`config.mk`:
```
export PLATFORM = sky130hd
export DESIGN_NAME = gamma_mode_ctrl
export DESIGN_NICKNAME = d
export VERILOG_FILES = /design/src/rtl/gamma_pkg.sv /design/src/rtl/key_debounce.sv /design/src/rtl/gamma_mode_ctrl.sv
export SDC_FILE = /design/constraint.sdc
export NUM_CORES = 1
export LEC_CHECK = 0
export ABC_AREA = 0
export ABC_CLOCK_PERIOD_IN_PS = 2100
export BUFFER_PORTS_ARGS = -buffer_cell sky130_fd_sc_hd__buf_2
export CORE_MARGIN = 2
export CORE_UTILIZATION = 40
export DETAILED_ROUTE_END_ITERATION = 7
export PLACE_DENSITY = 0.69
export SETUP_SLACK_MARGIN = 0.02
export SLEW_MARGIN = 15
export SYNTH_ARGS = -nofsm -noshare
export SYNTH_HDL_FRONTEND = slang
export SYNTH_SLANG_ARGS = --single-unit
```
`constraint.sdc`:
```
create_clock -name clk -period 2.1 [get_ports clk]
set_input_delay 0.105 -clock clk [delete_from_list [all_inputs] [get_ports clk]]
set_output_delay 0.105 -clock clk [all_outputs]
set_load 0.01 [all_outputs]
```
`src/rtl/gamma_pkg.sv`:
```
// Shared encodings for the gamma mode controller: mode selects and debounce states.
package gamma_pkg;

  localparam int unsigned PIX_W  = 16;
  localparam int unsigned MODE_W = 2;

  typedef enum logic [MODE_W-1:0] {
    MODE_RAW    = 2'd0,
    MODE_SQRT   = 2'd1,
    MODE_SQUARE = 2'd2
  } mode_e;

  typedef enum logic [1:0] {
    DEB_RELEASED   = 2'd0,
    DEB_PRESS_WAIT = 2'd1,
    DEB_HELD       = 2'd2,
    DEB_REL_WAIT   = 2'd3
  } deb_state_e;

  // Cycle raw -> sqrt -> square -> raw; anything else falls back to raw.
  function automatic mode_e next_mode(input mode_e m);
    case (m)
      MODE_RAW:  next_mode = MODE_SQRT;
      MODE_SQRT: next_mode = MODE_SQUARE;
      default:   next_mode = MODE_RAW;
    endcase
  endfunction

endpackage

```
`src/rtl/key_debounce.sv`:
```
// Push-button synchronizer and debouncer; emits one press pulse per debounced press.
module key_debounce
  import gamma_pkg::*;
#(
  parameter int unsigned DEB_CNT = 1000000
) (
  input  logic clk,
  input  logic rst_n,
  input  logic key_n,
  output logic press_o
);

  // The entry sample counts as the first stable cycle, so the wait states count DEB_CNT-1 more.
  localparam int unsigned     CNT_W    = (DEB_CNT > 2) ? $clog2(DEB_CNT) : 1;
  localparam logic [CNT_W-1:0] CNT_LAST = CNT_W'(DEB_CNT - 2);

  logic [1:0]       sync_q;
  logic             key_s;
  deb_state_e       state_q;
  logic [CNT_W-1:0] cnt_q;
  logic             press_q;

  assign key_s   = sync_q[1];
  assign press_o = press_q;

  // Two-flop synchronizer; resets to the released level.
  always_ff @(posedge clk or negedge rst_n) begin
    if (!rst_n) sync_q <= 2'b11;
    else        sync_q <= {sync_q[0], key_n};
  end

  // Debounce FSM with stability counter and registered press pulse.
  always_ff @(posedge clk or negedge rst_n) begin
    if (!rst_n) begin
      state_q <= DEB_RELEASED;
      cnt_q   <= '0;
      press_q <= 1'b0;
    end else begin
      press_q <= 1'b0;
      case (state_q)
        DEB_RELEASED: begin
          cnt_q <= '0;
          if (!key_s) state_q <= DEB_PRESS_WAIT;
        end
        DEB_PRESS_WAIT: begin
          if (key_s) begin
            state_q <= DEB_RELEASED;
            cnt_q   <= '0;
          end else if (cnt_q == CNT_LAST) begin
            state_q <= DEB_HELD;
            cnt_q   <= '0;
            press_q <= 1'b1;
          end else begin
            cnt_q <= cnt_q + CNT_W'(1);
          end
        end
        DEB_HELD: begin
          cnt_q <= '0;
          if (key_s) state_q <= DEB_REL_WAIT;
        end
        default: begin
          if (!key_s) begin
            state_q <= DEB_HELD;
            cnt_q   <= '0;
          end else if (cnt_q == CNT_LAST) begin
            state_q <= DEB_RELEASED;
            cnt_q   <= '0;
          end else begin
            cnt_q <= cnt_q + CNT_W'(1);
          end
        end
      endcase
    end
  end

endmodule

```
`src/rtl/gamma_mode_ctrl.sv`:
```
// Gamma path selector: button cycles a pending mode that is applied at frame start.
module gamma_mode_ctrl
  import gamma_pkg::*;
#(
  parameter int unsigned DEB_CNT = 1000000
) (
  input  logic             clk,
  input  logic             rst_n,
  input  logic             key_n,
  input  logic [PIX_W-1:0] gamma_data_raw,
  input  logic [PIX_W-1:0] gamma_data_sqrt,
  input  logic [PIX_W-1:0] gamma_data_square,
  input  logic             gamma_de,
  input  logic             gamma_vs,
  output logic [PIX_W-1:0] out_data,
  output logic             out_de,
  output logic             out_vs,
  output logic [MODE_W-1:0] mode
);

  logic             press;
  logic             vs_q;
  mode_e            pending_q;
  mode_e            mode_q;
  logic [PIX_W-1:0] pix_sel_c;
  logic [PIX_W-1:0] out_data_q;
  logic             out_de_q;
  logic             out_vs_q;

  key_debounce #(.DEB_CNT(DEB_CNT)) u_key_debounce (
    .clk    (clk),
    .rst_n  (rst_n),
    .key_n  (key_n),
    .press_o(press)
  );

  // Presses accumulate into pending; mode picks up the pre-increment pending at each vs rise.
  always_ff @(posedge clk or negedge rst_n) begin
    if (!rst_n) begin
      vs_q      <= 1'b0;
      pending_q <= MODE_RAW;
      mode_q    <= MODE_RAW;
    end else begin
      vs_q <= gamma_vs;
      if (gamma_vs && !vs_q) mode_q <= pending_q;
      if (press) pending_q <= next_mode(pending_q);
    end
  end

  // Pixel select by active mode; the unused encoding falls back to raw.
  always_comb begin
    pix_sel_c = gamma_data_raw;
    case (mode_q)
      MODE_SQRT:   pix_sel_c = gamma_data_sqrt;
      MODE_SQUARE: pix_sel_c = gamma_data_square;
      default:     pix_sel_c = gamma_data_raw;
    endcase
  end

  // One-cycle output stage; blanked pixels are forced to zero.
  always_ff @(posedge clk or negedge rst_n) begin
    if (!rst_n) begin
      out_data_q <= '0;
      out_de_q   <= 1'b0;
      out_vs_q   <= 1'b0;
    end else begin
      out_data_q <= gamma_de ? pix_sel_c : '0;
      out_de_q   <= gamma_de;
      out_vs_q   <= gamma_vs;
    end
  end

  assign out_data = out_data_q;
  assign out_de   = out_de_q;
  assign out_vs   = out_vs_q;
  assign mode     = mode_q;

endmodule

```
* Word-level counts from Yosys, hierarchy flattened *
Index checks and enable logic that the tools add are counted.
W data, S select, Z words.

word-level totals
  register bits = 47
  bits in latches = 0
  memory bits (writable) = 0
  memory bits (read-only) = 0
  input bits = 53
  output and inout bits = 20
  memories = 0

operators by class
  $add $sub $neg = 1
  multiply operators = 0
  div/mod/pow operators = 0
  magnitude comparators = 0
  equality and inequality tests = 10
  shifts and indexed selects = 0
  muxes and demuxes = 17
  bitwise operators = 0
  reduce and logical (&&, ||, !) cells = 6

operators with widths
  operator                 count
  $mux W20                 3
  $pmux W20 S2             1
  $pmux W16 S2             1
  $add A20 B1 Y20 const B  1
  $eq A20 B20 Y1 const B   1
  $mux W16                 1
  $mux W2                  6
  $eq A2 B1 Y1 const B     3
  $pmux W2 S3              1
  $eq A2 B2 Y1 const B     2
  $logic_not A2 Y1         2
  $ne A4 B4 Y1 const B     1
  $pmux W2 S2              1
  $reduce_and A4 Y1        1
  $mux W1                  3
  $ne A3 B1 Y1 const B     1
  $ne A2 B1 Y1 const B     1
  $ne A2 B2 Y1 const B     1
  $reduce_or A2 Y1         1
  $logic_and A1 B1 Y1      1
  $logic_not A1 Y1         1

* Longest topological paths before layout *
Gate-level depths: netlist of the first run.

  depth after elaboration = 4
  mapped depth = 7
  gate-level depth less buffers = 6

* Hierarchy *
A second synthesis of the first run with hierarchy kept.

unflattened totals
  cells, all modules = 235
  area, all modules = 2441.1 um2

by module, submodules not included
  module           times used  cells an instance  area an instance (um2)  sequential area each (um2)
  key_debounce     1           145                1370.1                  628.1
  gamma_mode_ctrl  1           90                 1071.0                  550.5

* Worst setup path before layout of the first run *
Ideal clock, no wire load.

  path kind = register -> register
  from = register u_key_debounce.cnt_q[0]
  to = register u_key_debounce.cnt_q[3]
  library setup time = 0.133 ns
  arrival time = 1.805 ns
  slack = 0.162 ns
  stages on the path, launching flop included = 8
  path through = dfrtp_1 -> inv_1 -> ha_1 -> nand4bb_1 -> or4_1 -> o21ai_0 -> clkbuf_1 -> nor2_1

between the ends
  cells in the longest elaborated chain, start to end = 4
  elaborated cells on any way between the ends = 6

RTL lines
  item                                               line                                    RTL
  from (decl)                                        key_debounce.sv:20                      logic [CNT_W-1:0] cnt_q;
  from (signal assigned)                             key_debounce.sv:54                      cnt_q <= cnt_q + CNT_W'(1);
  from (signal assigned)                             key_debounce.sv:69                      cnt_q <= cnt_q + CNT_W'(1);
  $add A20 B1 Y20 or $eq A20 B20 Y1 (tied branches)  -
  $mux W20 (*)                                       key_debounce.sv:49, key_debounce.sv:65
  $mux W20 (on tied branches)                        key_debounce.sv:62, key_debounce.sv:46
  $pmux W20 S2 (*)                                   key_debounce.sv:40                      case (state_q)

Every way passes the cells marked *; elsewhere a longest branch is shown, timed or not.
A chain may end at the register's enable or synchronous reset.

* Final worst setup path of the first run *
  from = register u_key_debounce.cnt_q[0]
  to = register u_key_debounce.state_q[0]

between the ends
  cells in the longest elaborated chain, start to end = 3
  elaborated cells on any way between the ends = 4

RTL lines
  item                                                           line                                    RTL
  $eq A20 B20 Y1 (*)                                             key_debounce.sv:49, key_debounce.sv:65
  $ne A4 B4 Y1 (no source line) or $ne A3 B1 Y1 (tied branches)  -
  $reduce_and A4 Y1 (no source line) (*)                         -
  to (signal assigned)                                           key_debounce.sv:47                      state_q <= DEB_RELEASED;
  to (signal assigned)                                           key_debounce.sv:50                      state_q <= DEB_HELD;
  to (signal assigned)                                           key_debounce.sv:66                      state_q <= DEB_RELEASED;
  to (decl)                                                      key_debounce.sv:19                      deb_state_e state_q;

Marks and branches as above.

==> impl_metrics.csv, run 1 <==
group,metric,value,unit
run_status,outcome,"finished, final reports clean",
worst_setup_path,arrival,2.19,ns
worst_setup_path,crit_required,2.32,ns
route,m1WireLength,2030,µm
placement,dpl.hpwl,3570,µm
timing,worst_slack,0.130,ns
synthesis,avgSynthCellArea,9.69,µm²
cts,numCtsBuffers,5,
timing,max_freq,0.508,GHz
floorplan,die-width,80.7,µm
floorplan,die_y,80.7,µm
worst_setup_path,end_kind,"register",
power_and_ir_drop,pwr-share-clk,31.0,%
power_and_ir_drop,netSwitchingPower,0.000547,W
route,wl_per_cell,11.8,µm
route,routed.top_layer,"met4",
synthesis,ys_types,41,
synthesis,async_flop_share,100,%
cts,cts-root-buf,"clkbuf_8",
floorplan,die-area,6520,µm²
cts,postCtsSetupBuffers,0,
timing,drv_slew,0,
route,route.met2.wl,2170,µm
floorplan,io_pins,73,
timing,clock_skew,0.00576,ns
cts,cts_buffer_depth,2,
finish,n_fill_cell,548,
finish,diodes,0,
synthesis,ys_seq_area_share,50.1,%
power_and_ir_drop,ir_drop,0.299,mV
placement,pre_cts_ws,0.139,ns
global_routing,grt_pass1_wl,8310,µm
timing,slew_headroom,58.6,%
global_routing,grt_max_degree,33,
cts,postCtsHoldBufs,3,
timing,post-route-period-util,93.8,%
flow_run,cap_violations,0,
floorplan,std_cell_rows,27,
worst_setup_path,critical_path.max_fanout,6,
power_and_ir_drop,swShare,26.8,%
global_routing,antenna_found_initial,0,
finish,multi_input_area,1100,µm²
global_routing,grt_pass1_vias,1902,
finish,nets,379,
timing,fin_crit,1.97,ns
placement,gp_congestion,0.775,
synthesis,synth-edff-count,0,
global_routing,grt_usage,16.1,%
cts,clk_pin_slew,0.08,ns
power_and_ir_drop,comb_power_share,20.3,%
power_and_ir_drop,internal_power,0.00150,W
cts,cts_sinks,47,
synthesis,syn-num-nets,304,
route,vias,1941,
finish,seqCellArea,1180,µm²
timing,setup_viol,0,
cts,htree_levels,2,
synthesis,ys_ff_latch,47,
route,first_iter_violations,104,
route,drt_pre_antenna_iters,4,
finish,layout-drive-gt1-share,28.9,%
route,antenna_left,0,
hold_path,hp-class,"input port to register",
cts,cts_tree,"done",
synthesis,syn_inst,243,
route,drc,0,
worst_setup_path,cp-start-kind,"register",
synthesis,synth_warnings,0,
floorplan,start_util,42.0,%
power_and_ir_drop,leakage,1.36,nW
global_routing,gr-total-overflow,0,
synthesis,syn-cell-area,2350,µm²
cts,clkLatencyLatePin,0.29,ns
timing,fin_setup_tns,0,ns
cts,post_cts_resized,0,
power_and_ir_drop,pwr-share-seq,48.6,%
timing,worstMarginPinSlew,0.621,ns
synthesis,synthFlopType,"dfrtp_1",
route,wirelength,4610,µm
route,wl_met3,390,µm
floorplan,core,5610,µm²
route,viasPerCell,4.98,
finish,area_growth_syn_to_layout,25.1,%
timing,finalHoldViolations,0,
power_and_ir_drop,p_per_area,695,nW/µm²
timing,rsz0062_at_grt,"no",
worst_setup_path,path_class,"register to register",
placement,port_buffers,72,
-- cell type report --
type                            instances  share of cell area [%]
Inverter                                7                   0.892
Clock buffer                            5                    2.34
Clock inverter                          2                    1.27
Timing Repair Buffer                   80                    15.0
Sequential cell                        47                    40.0
Tap cell                               72                    3.06
Multi-Input combinational cell        177                    37.5
-- sequential cells by signal, summed over array words and instances, names as in the netlist, named ones only --
name                    cells
u_key_debounce.state_q      1
out_de                      1
u_key_debounce.press_o      1
out_data                   16
out_vs                      1
mode                        2
pending_q                   2
u_key_debounce.cnt_q       20
u_key_debounce.sync_q       2
-- power groups by stage --
stage,Sequential (W),Combinational (W),Clock (W)
after global routing,0.00100,0.000483,0.000685
after CTS,0.000996,0.000423,0.000668
after global placement,0.00101,0.000405,0
after floorplan,0.00102,0.000230,0
after detailed placement,0.00101,0.000416,0
final,0.000995,0.000416,0.000635
-- synthesized netlist by cell type (7+ instances only) --
cell type  count  area [µm²]
a22oi_1       16         120
and2_1        17         106
clkbuf_1      11        41.3
dfrtp_1       45        1130
ha_1           8         100
inv_1          7        26.3
nand2_1       28         105
nand3_1        8        40.0
nor2_1        17        63.8
o21ai_0       26         130
xor2_1         8        70.1
-- final timing paths --
| kind | startpoint | cells past startpoint | end | slack, ns |
|---|---|---|---|---|
| worst max-delay path | u_key_debounce.cnt_q[0] | 6 | u_key_debounce.state_q[0] | 0.13 |
| worst min-delay path | gamma_de | 1 | out_de | 0.04 |
| worst max register to register | u_key_debounce.cnt_q[0] | 6 | u_key_debounce.state_q[0] | 0.13 |
| worst min register to register | u_key_debounce.sync_q[0] | 0 | u_key_debounce.sync_q[1] | 0.36 |
| max in group asynchronous | rst_n | 3 | out_data[12] | 1.16 |
| min in group asynchronous | rst_n | 2 | async pin | 0.36 |
-- stage by stage --
step / total power, W / hold WS [ns] / util, % / area [µm²] / std cells
finish: 0.00205 / 0.0442 / 52.5 / 2950 / 390
CTS: 0.00209 / 0.0318 / 52.5 / 2950 / 390
global route: 0.00217 / 0.0602 / 52.5 / 2950 / 390
detailed placement: 0.00143 / 0.169 / 50.1 / 2810 / 380
floorplan: 0.00125 / -0.191 / - / 2350 / 243
global placement: 0.00142 / 0.166 / 50.1 / 2810 / 380
-- routing by layer --
layer | vias to the layer above | global-route usage [%]
met5 | - | 0
met4 | 0 | 4.07
met3 | 2 | 5.39
met2 | 71 | 25.8
met1 | 872 | 21.1
li1 | 996 | -
-- kinds of logic after synthesis --
kind of cell,count (synthesis),share of synthesized area (%)
muxes,2,0.903
and+or+nand+nor,99,22.5
xor gates and xnor gates,12,4.46
DFF,47,50.1
adders and majority gates,8,4.25
AOI/OAI and AO/OA,56,14.8
buffers and inverters,19,3.08
-- worst max-delay path: stages, from the launching register on --
cell and delay (ns):
dfrtp_1 0.42, inv_1 0.07, ha_1 0.14, nand4bb_1 0.10, or4_1 0.57, a2111oi_0 0.42
a2bb2oi_1 0.18
-- placed cells by master (no fill, tap or decap), types with 2 or more instances in the layout --
cell type | Yosys | layout
buf_2 | 1 | 72
dfrtp_1 | 45 | 45
nand2_1 | 28 | 28
o21ai_0 | 26 | 25
and2_1 | 17 | 17
nor2_1 | 17 | 17
a22oi_1 | 16 | 16
nand3_1 | 8 | 8
xor2_1 | 8 | 8
ha_1 | 8 | 8
inv_1 | 7 | 7
a21oi_1 | 5 | 5
or3_1 | 5 | 5
clkbuf_8 | 0 | 5
nand4_1 | 4 | 4
xnor2_1 | 4 | 4
buf_4 | 0 | 4
nand2b_1 | 3 | 3
nor3_1 | 3 | 3
dlygate4sd3_1 | 0 | 3
or4_1 | 2 | 2
and4_1 | 2 | 2
o31ai_1 | 2 | 2
dfstp_2 | 2 | 2
No activity file was read; power rests on OpenSTA's default activity.
==> run 2: changes to the inputs <==
--- a/config.mk
+++ b/config.mk
@@ -11,6 +11,7 @@
 export CORE_MARGIN = 2
 export CORE_UTILIZATION = 40
 export DETAILED_ROUTE_END_ITERATION = 7
+export GPL_TIMING_DRIVEN = 0
 export PLACE_DENSITY = 0.69
 export SETUP_SLACK_MARGIN = 0.02
 export SLEW_MARGIN = 15
==> run 2 against run 1 <==
Combinational power up 4%; the flow now finishes with violations (negative hold slack); non-clock buffer count rose by 7; worst hold slack got worse by 0.076 ns; first-iteration DRC count is 22% lower; largest cell class unchanged; die area unchanged; via count rose by 4.0%; maximum frequency is 1.8% lower; sequential power about the same; critical path depth down 1; core utilization grew 0.65 points; critical endpoint is now u_key_debounce.cnt_q[19]; setup slack worse by 0.035 ns.
==> impl_metrics.csv, run 2 (synthesis gave the netlist of run 1 again) <==
group,metric,value,unit
finish,final_common_cell,"buf_2",
run_status,violations,"negative hold slack",
floorplan,die_y,80.7,µm
route,viasPerCell,5.07,
global_routing,antenna_found_initial,0,
worst_setup_path,cpLargestDelayFamily,"simple AND/OR/NAND/NOR gates",
worst_setup_path,cp-start-kind,"register",
floorplan,die-area,6520,µm²
timing,finalHoldViolations,45,
flow_run,cap_violations,0,
cts,clk_pin_slew,0.09,ns
timing,fin_crit,2.01,ns
power_and_ir_drop,swShare,27.9,%
cts,cts_buffer_depth,2,
floorplan,core,5610,µm²
route,drt_pre_antenna_iters,4,
route,wirelength,5060,µm
worst_setup_path,reg2reg_from,"u_key_debounce.cnt_q[2]",
global_routing,grt_pass1_wl,8600,µm
finish,nets,386,
worst_setup_path,timing.critical_path.buf_inv,1,
worst_setup_path,crit_required,2.34,ns
hold_path,hp-class,"input port to async pin",
cts,cts_sinks,47,
placement,port_buffers,72,
global_routing,grt_pass1_vias,1933,
worst_setup_path,crit_start,"u_key_debounce.cnt_q[2]",
timing,post-route-period-util,95.5,%
timing,rsz0062_at_grt,"no",
timing,max_freq,0.499,GHz
worst_setup_path,crit_cells,5,
finish,n_fill_cell,562,
worst_setup_path,critical_path.max_fanout,9,
finish,final_cell_mix,"buf_2, dfrtp_1, nand2_1, o21ai_0",
power_and_ir_drop,p_total,0.00213,W
run_status,outcome,"finished with violations",
power_and_ir_drop,pwr-share-clk,33.2,%
finish,layout-drive-gt1-share,29.1,%
timing,clock_skew,0.00535,ns
worst_setup_path,rrSetupSlack,0.09,ns
finish,diodes,0,
power_and_ir_drop,p_per_area,716,nW/µm²
timing,worst_slack,0.0949,ns
route,antenna_left,0,
floorplan,start_util,42.0,%
floorplan,std_cell_rows,27,
route,drc,0,
cts,clkLatencyLatePin,0.30,ns
power_and_ir_drop,pwr-share-seq,46.6,%
power_and_ir_drop,ir_drop,0.337,mV
floorplan,die-width,80.7,µm
route,wl_per_cell,12.7,µm
worst_setup_path,rr_worst_depth,5,
placement,dpl.hpwl,3710,µm
worst_setup_path,reg2reg_to,"u_key_debounce.cnt_q[19]",
power_and_ir_drop,comb_power_share,20.2,%
worst_setup_path,end_kind,"register",
route,vias,2018,
timing,setup_viol,0,
worst_setup_path,cp_slowest_cell,"or4b_1",
worst_setup_path,slowest_delay,0.52,ns
worst_setup_path,critPathCapture,"u_key_debounce.cnt_q[19]",
placement,pre_cts_ws,-0.132,ns
cts,numCtsBuffers,5,
finish,max_flop_register,"u_key_debounce.cnt_q",
worst_setup_path,cp_cell_sequence,"nand3_2 > or4b_1 > buf_2 > or4_4 > a21oi_2",
timing,drv_slew,0,
global_routing,grt_max_degree,48,
floorplan,io_pins,73,
global_routing,gr-total-overflow,0,
power_and_ir_drop,leakage,1.37,nW
timing,worstMarginPinSlew,1.02,ns
placement,gp_congestion,0.813,
cts,cts_tree,"done",
route,first_iter_violations,81,
worst_setup_path,path_class,"register to register",
timing,whs,-0.0319,ns
cts,htree_levels,2,
power_and_ir_drop,netSwitchingPower,0.000595,W
timing,slew_headroom,32.1,%
finish,largest_reg_flops,20,
power_and_ir_drop,internal_power,0.00154,W
cts,cts-root-buf,"clkbuf_8",
finish,area_growth_syn_to_layout,26.6,%
global_routing,grt_usage,17.2,%
worst_setup_path,arrival,2.24,ns
## run 2: final cells by class
class / count / area [µm²] / share of cell area, %
sequential: 47 / 1180 / 39.5
multi-input combinational: 177 / 1120 / 37.5
timing repair buffer: 76 / 398 / 13.3
tap: 72 / 90.1 / 3.02
clock buffer: 6 / 82.6 / 2.77
buffer: 11 / 50.0 / 1.68
clock inverter: 2 / 38.8 / 1.30
inverter: 7 / 26.3 / 0.881
## run 2: power by group through the flow
stage	logic [W]	clock network [W]	registers, W
floorplan	0.000230	0	0.00102
global placement	0.000373	0	0.00101
detailed placement	0.000387	0	0.00102
CTS	0.000403	0.000731	0.000997
global route	0.000490	0.000769	0.00100
finish	0.000432	0.000708	0.000994
## run 2: worst register-to-register path: stages (launching register included)
cell and delay [ns]:
dfrtp_1 0.46, nand3_2 0.14, or4b_1 0.52, buf_2 0.19, or4_4 0.49, a21oi_2 0.14
## run 2: through the flow
step	cells	cell area [µm²]	utilization, %	hold slack [ns]	TNS [ns]
after global routing	398	2980	53.2	0.0529	0
after floorplan	243	2350	-	-0.191	0
after global placement	387	2810	50.0	0.212	-1.80
after detailed placement	387	2810	50.0	0.212	-1.87
final	398	2980	53.2	-0.0319	0
after CTS	398	2960	52.8	0.00168	0
## run 2: worst min path at each step
stage | from | to
after floorplan | rst_n | async pin
after global placement | key_n | u_key_debounce.sync_q[0]
after detailed placement | key_n | u_key_debounce.sync_q[0]
after CTS | rst_n | u_key_debounce.cnt_q[10]
after global routing | rst_n | u_key_debounce.cnt_q[9]
final | rst_n | async pin
## run 2: layer usage
layer | wire (µm) | vias to the layer above | global-route usage (%)
li1 | - | 1015 | -
met1 | 2080 | 917 | 20.2
met2 | 2440 | 76 | 28.9
met3 | 462 | 10 | 6.85
met4 | 80 | 0 | 5.42
met5 | 0 | - | 0
## run 2: timing repair
action / in CTS / in global routing
gates cloned: 0 / 0
hold buffers: 3 / 0
endpoints found under the setup margin: 20 / 21
pin swaps: 0 / 2
buffers inserted: 0 / 1
resized for setup: 3 / 8
endpoints found under the hold margin: 3 / 0
==> run 3: changes to the inputs <==
--- a/config.mk
+++ b/config.mk
@@ -9,11 +9,13 @@
 export ABC_CLOCK_PERIOD_IN_PS = 2100
 export BUFFER_PORTS_ARGS = -buffer_cell sky130_fd_sc_hd__buf_2
 export CORE_MARGIN = 2
-export CORE_UTILIZATION = 40
+export CORE_UTILIZATION = 46
 export DETAILED_ROUTE_END_ITERATION = 7
 export GPL_TIMING_DRIVEN = 0
-export PLACE_DENSITY = 0.69
+export PLACE_DENSITY = 0.78
 export SETUP_SLACK_MARGIN = 0.02
+export SKIP_CTS_REPAIR_TIMING = 1
+export SKIP_LAST_GASP = 1
 export SLEW_MARGIN = 15
 export SYNTH_ARGS = -nofsm -noshare
 export SYNTH_HDL_FRONTEND = slang
==> run 3 against run 2 <==
The run still ends with negative hold slack left; sequential power rose by 0.4%; critical path depth did not move; count of clock-buffer cells in the layout increased by 1; design area shrank 1.8%; register-to-register slack improved by 0.04 ns; die area decreased by 12%; global-route usage rose by 2.1 points; combinational power fell by 8.1%; cell count decreased by 0.50%; critical path type unchanged; largest cell class unchanged.
==> impl_metrics.csv, run 3 (synthesis gave the netlist of run 1 again) <==
group,metric,value,unit
run_status,outcome,"finished with violations",
run_status,violations,"negative hold slack",
finish,layout-drive-gt1-share,27.6,%
floorplan,core,5010,µm²
worst_setup_path,critPathCapture,"u_key_debounce.cnt_q[19]",
finish,max_flop_register,"u_key_debounce.cnt_q",
hold_path,hp-class,"input port to async pin",
floorplan,die-width,75.5,µm
timing,clock_skew,0.00764,ns
cts,numCtsBuffers,5,
timing,fin_crit,1.97,ns
cts,htree_levels,2,
worst_setup_path,path_class,"register to register",
finish,final_cell_mix,"buf_2, dfrtp_1, nand2_1, o21ai_0",
route,drc,0,
power_and_ir_drop,p_total,0.00191,W
worst_setup_path,arrival,2.20,ns
global_routing,grt_pass1_wl,8340,µm
worst_setup_path,rr_worst_depth,5,
route,first_iter_violations,88,
route,wl_per_cell,12.0,µm
worst_setup_path,crit_start,"u_key_debounce.cnt_q[2]",
cts,cts_tree,"done",
power_and_ir_drop,internal_power,0.00137,W
worst_setup_path,crit_required,2.33,ns
timing,post-route-period-util,93.7,%
power_and_ir_drop,pwr-share-clk,27.0,%
flow_run,cap_violations,0,
placement,port_buffers,72,
worst_setup_path,rrSetupSlack,0.13,ns
floorplan,die_y,75.5,µm
route,viasPerCell,5.01,
worst_setup_path,critical_path.max_fanout,9,
route,antenna_left,0,
global_routing,antenna_found_initial,0,
finish,utilization,58.4,%
worst_setup_path,reg2reg_to,"u_key_debounce.cnt_q[19]",
global_routing,grt_max_degree,48,
timing,whs,-0.0428,ns
route,vias,1985,
timing,drv_slew,0,
timing,worstMarginPinSlew,1.00,ns
power_and_ir_drop,pwr-share-seq,52.2,%
placement,dpl.hpwl,3640,µm
cts,clk_pin_slew,0.08,ns
floorplan,die-area,5710,µm²
cts,cts-root-buf,"clkbuf_8",
timing,fin_setup_tns,0,ns
power_and_ir_drop,p_per_area,653,nW/µm²
global_routing,grt_pass1_vias,2002,
worst_setup_path,reg2reg_from,"u_key_debounce.cnt_q[2]",
timing,slew_headroom,33.1,%
route,drt_pre_antenna_iters,4,
power_and_ir_drop,swShare,28.2,%
timing,max_freq,0.508,GHz
power_and_ir_drop,ir_drop,0.342,mV
global_routing,gr-total-overflow,0,
finish,largest_reg_flops,20,
timing,finalHoldViolations,45,
global_routing,grt_usage,19.3,%
power_and_ir_drop,comb_power_share,20.8,%
floorplan,io_pins,73,
timing,setup_viol,0,
floorplan,start_util,47.0,%
floorplan,std_cell_rows,26,
cts,cts_buffer_depth,2,
placement,gp_congestion,0.777,
power_and_ir_drop,leakage,1.35,nW
worst_setup_path,end_kind,"register",
worst_setup_path,cp-start-kind,"register",
finish,nets,386,
finish,diodes,0,
finish,finish.instance_area,2930,µm²
cts,clkLatencyLatePin,0.30,ns
timing,rsz0062_at_grt,"no",
power_and_ir_drop,netSwitchingPower,0.000539,W
placement,dpl_cell_area,2800,µm²
finish,area_growth_syn_to_layout,24.3,%
finish,final_common_cell,"buf_2",
cts,cts_sinks,47,
route,wirelength,4750,µm
## run 3: cell type report
type | count | area [µm²]
Buffer | 12 | 53.8
Clock buffer | 7 | 76.3
Clock inverter | 1 | 5.00
Fill cell | 448 | 2080
Inverter | 7 | 26.3
Multi-Input combinational cell | 177 | 1110
Sequential cell | 47 | 1180
Tap cell | 70 | 87.6
Timing Repair Buffer | 75 | 390
## run 3: how the worst min path moves through the flow
stage	startpoint	to	slack (ns)
after global routing	rst_n	async pin	0.06
final	rst_n	async pin	-0.04
after detailed placement	key_n	u_key_debounce.sync_q[0]	0.21
after CTS	key_n	u_key_debounce.sync_q[0]	-0.11
after floorplan	rst_n	async pin	-0.19
after global placement	key_n	u_key_debounce.sync_q[0]	0.21
## run 3: stage by stage
step / instances / setup WS (ns)
after detailed placement: 385 / -0.154
after global routing: 396 / 0.0256
after CTS: 393 / -0.179
after global placement: 385 / -0.103
final: 396 / 0.133
after floorplan: 243 / 0.162
## run 3: metal layers
metal  part of all wire [%]  vias to the layer above  GRT usage (%)
met5                      0                        -              0
met4                    2.0                        0           9.16
met3                    6.8                        8           5.82
met2                     49                       68           33.4
met1                     42                      897           21.8
li1                       -                     1012              -
## run 3: worst max-delay path: stages (launching register included)
cell	delay, ns
dfrtp_1	0.44
nand3_2	0.13
or4b_1	0.52
buf_2	0.19
or4_4	0.49
a21oi_2	0.13
## run 3: power by group through the flow
stage                     combinational [W]  clock (W)  sequential (W)
final                              0.000397   0.000516        0.000998
after global routing               0.000457   0.000574         0.00101
after CTS                          0.000386   0.000538        0.000998
after detailed placement           0.000383          0         0.00102
after global placement             0.000372          0         0.00101
after floorplan                    0.000230          0         0.00102
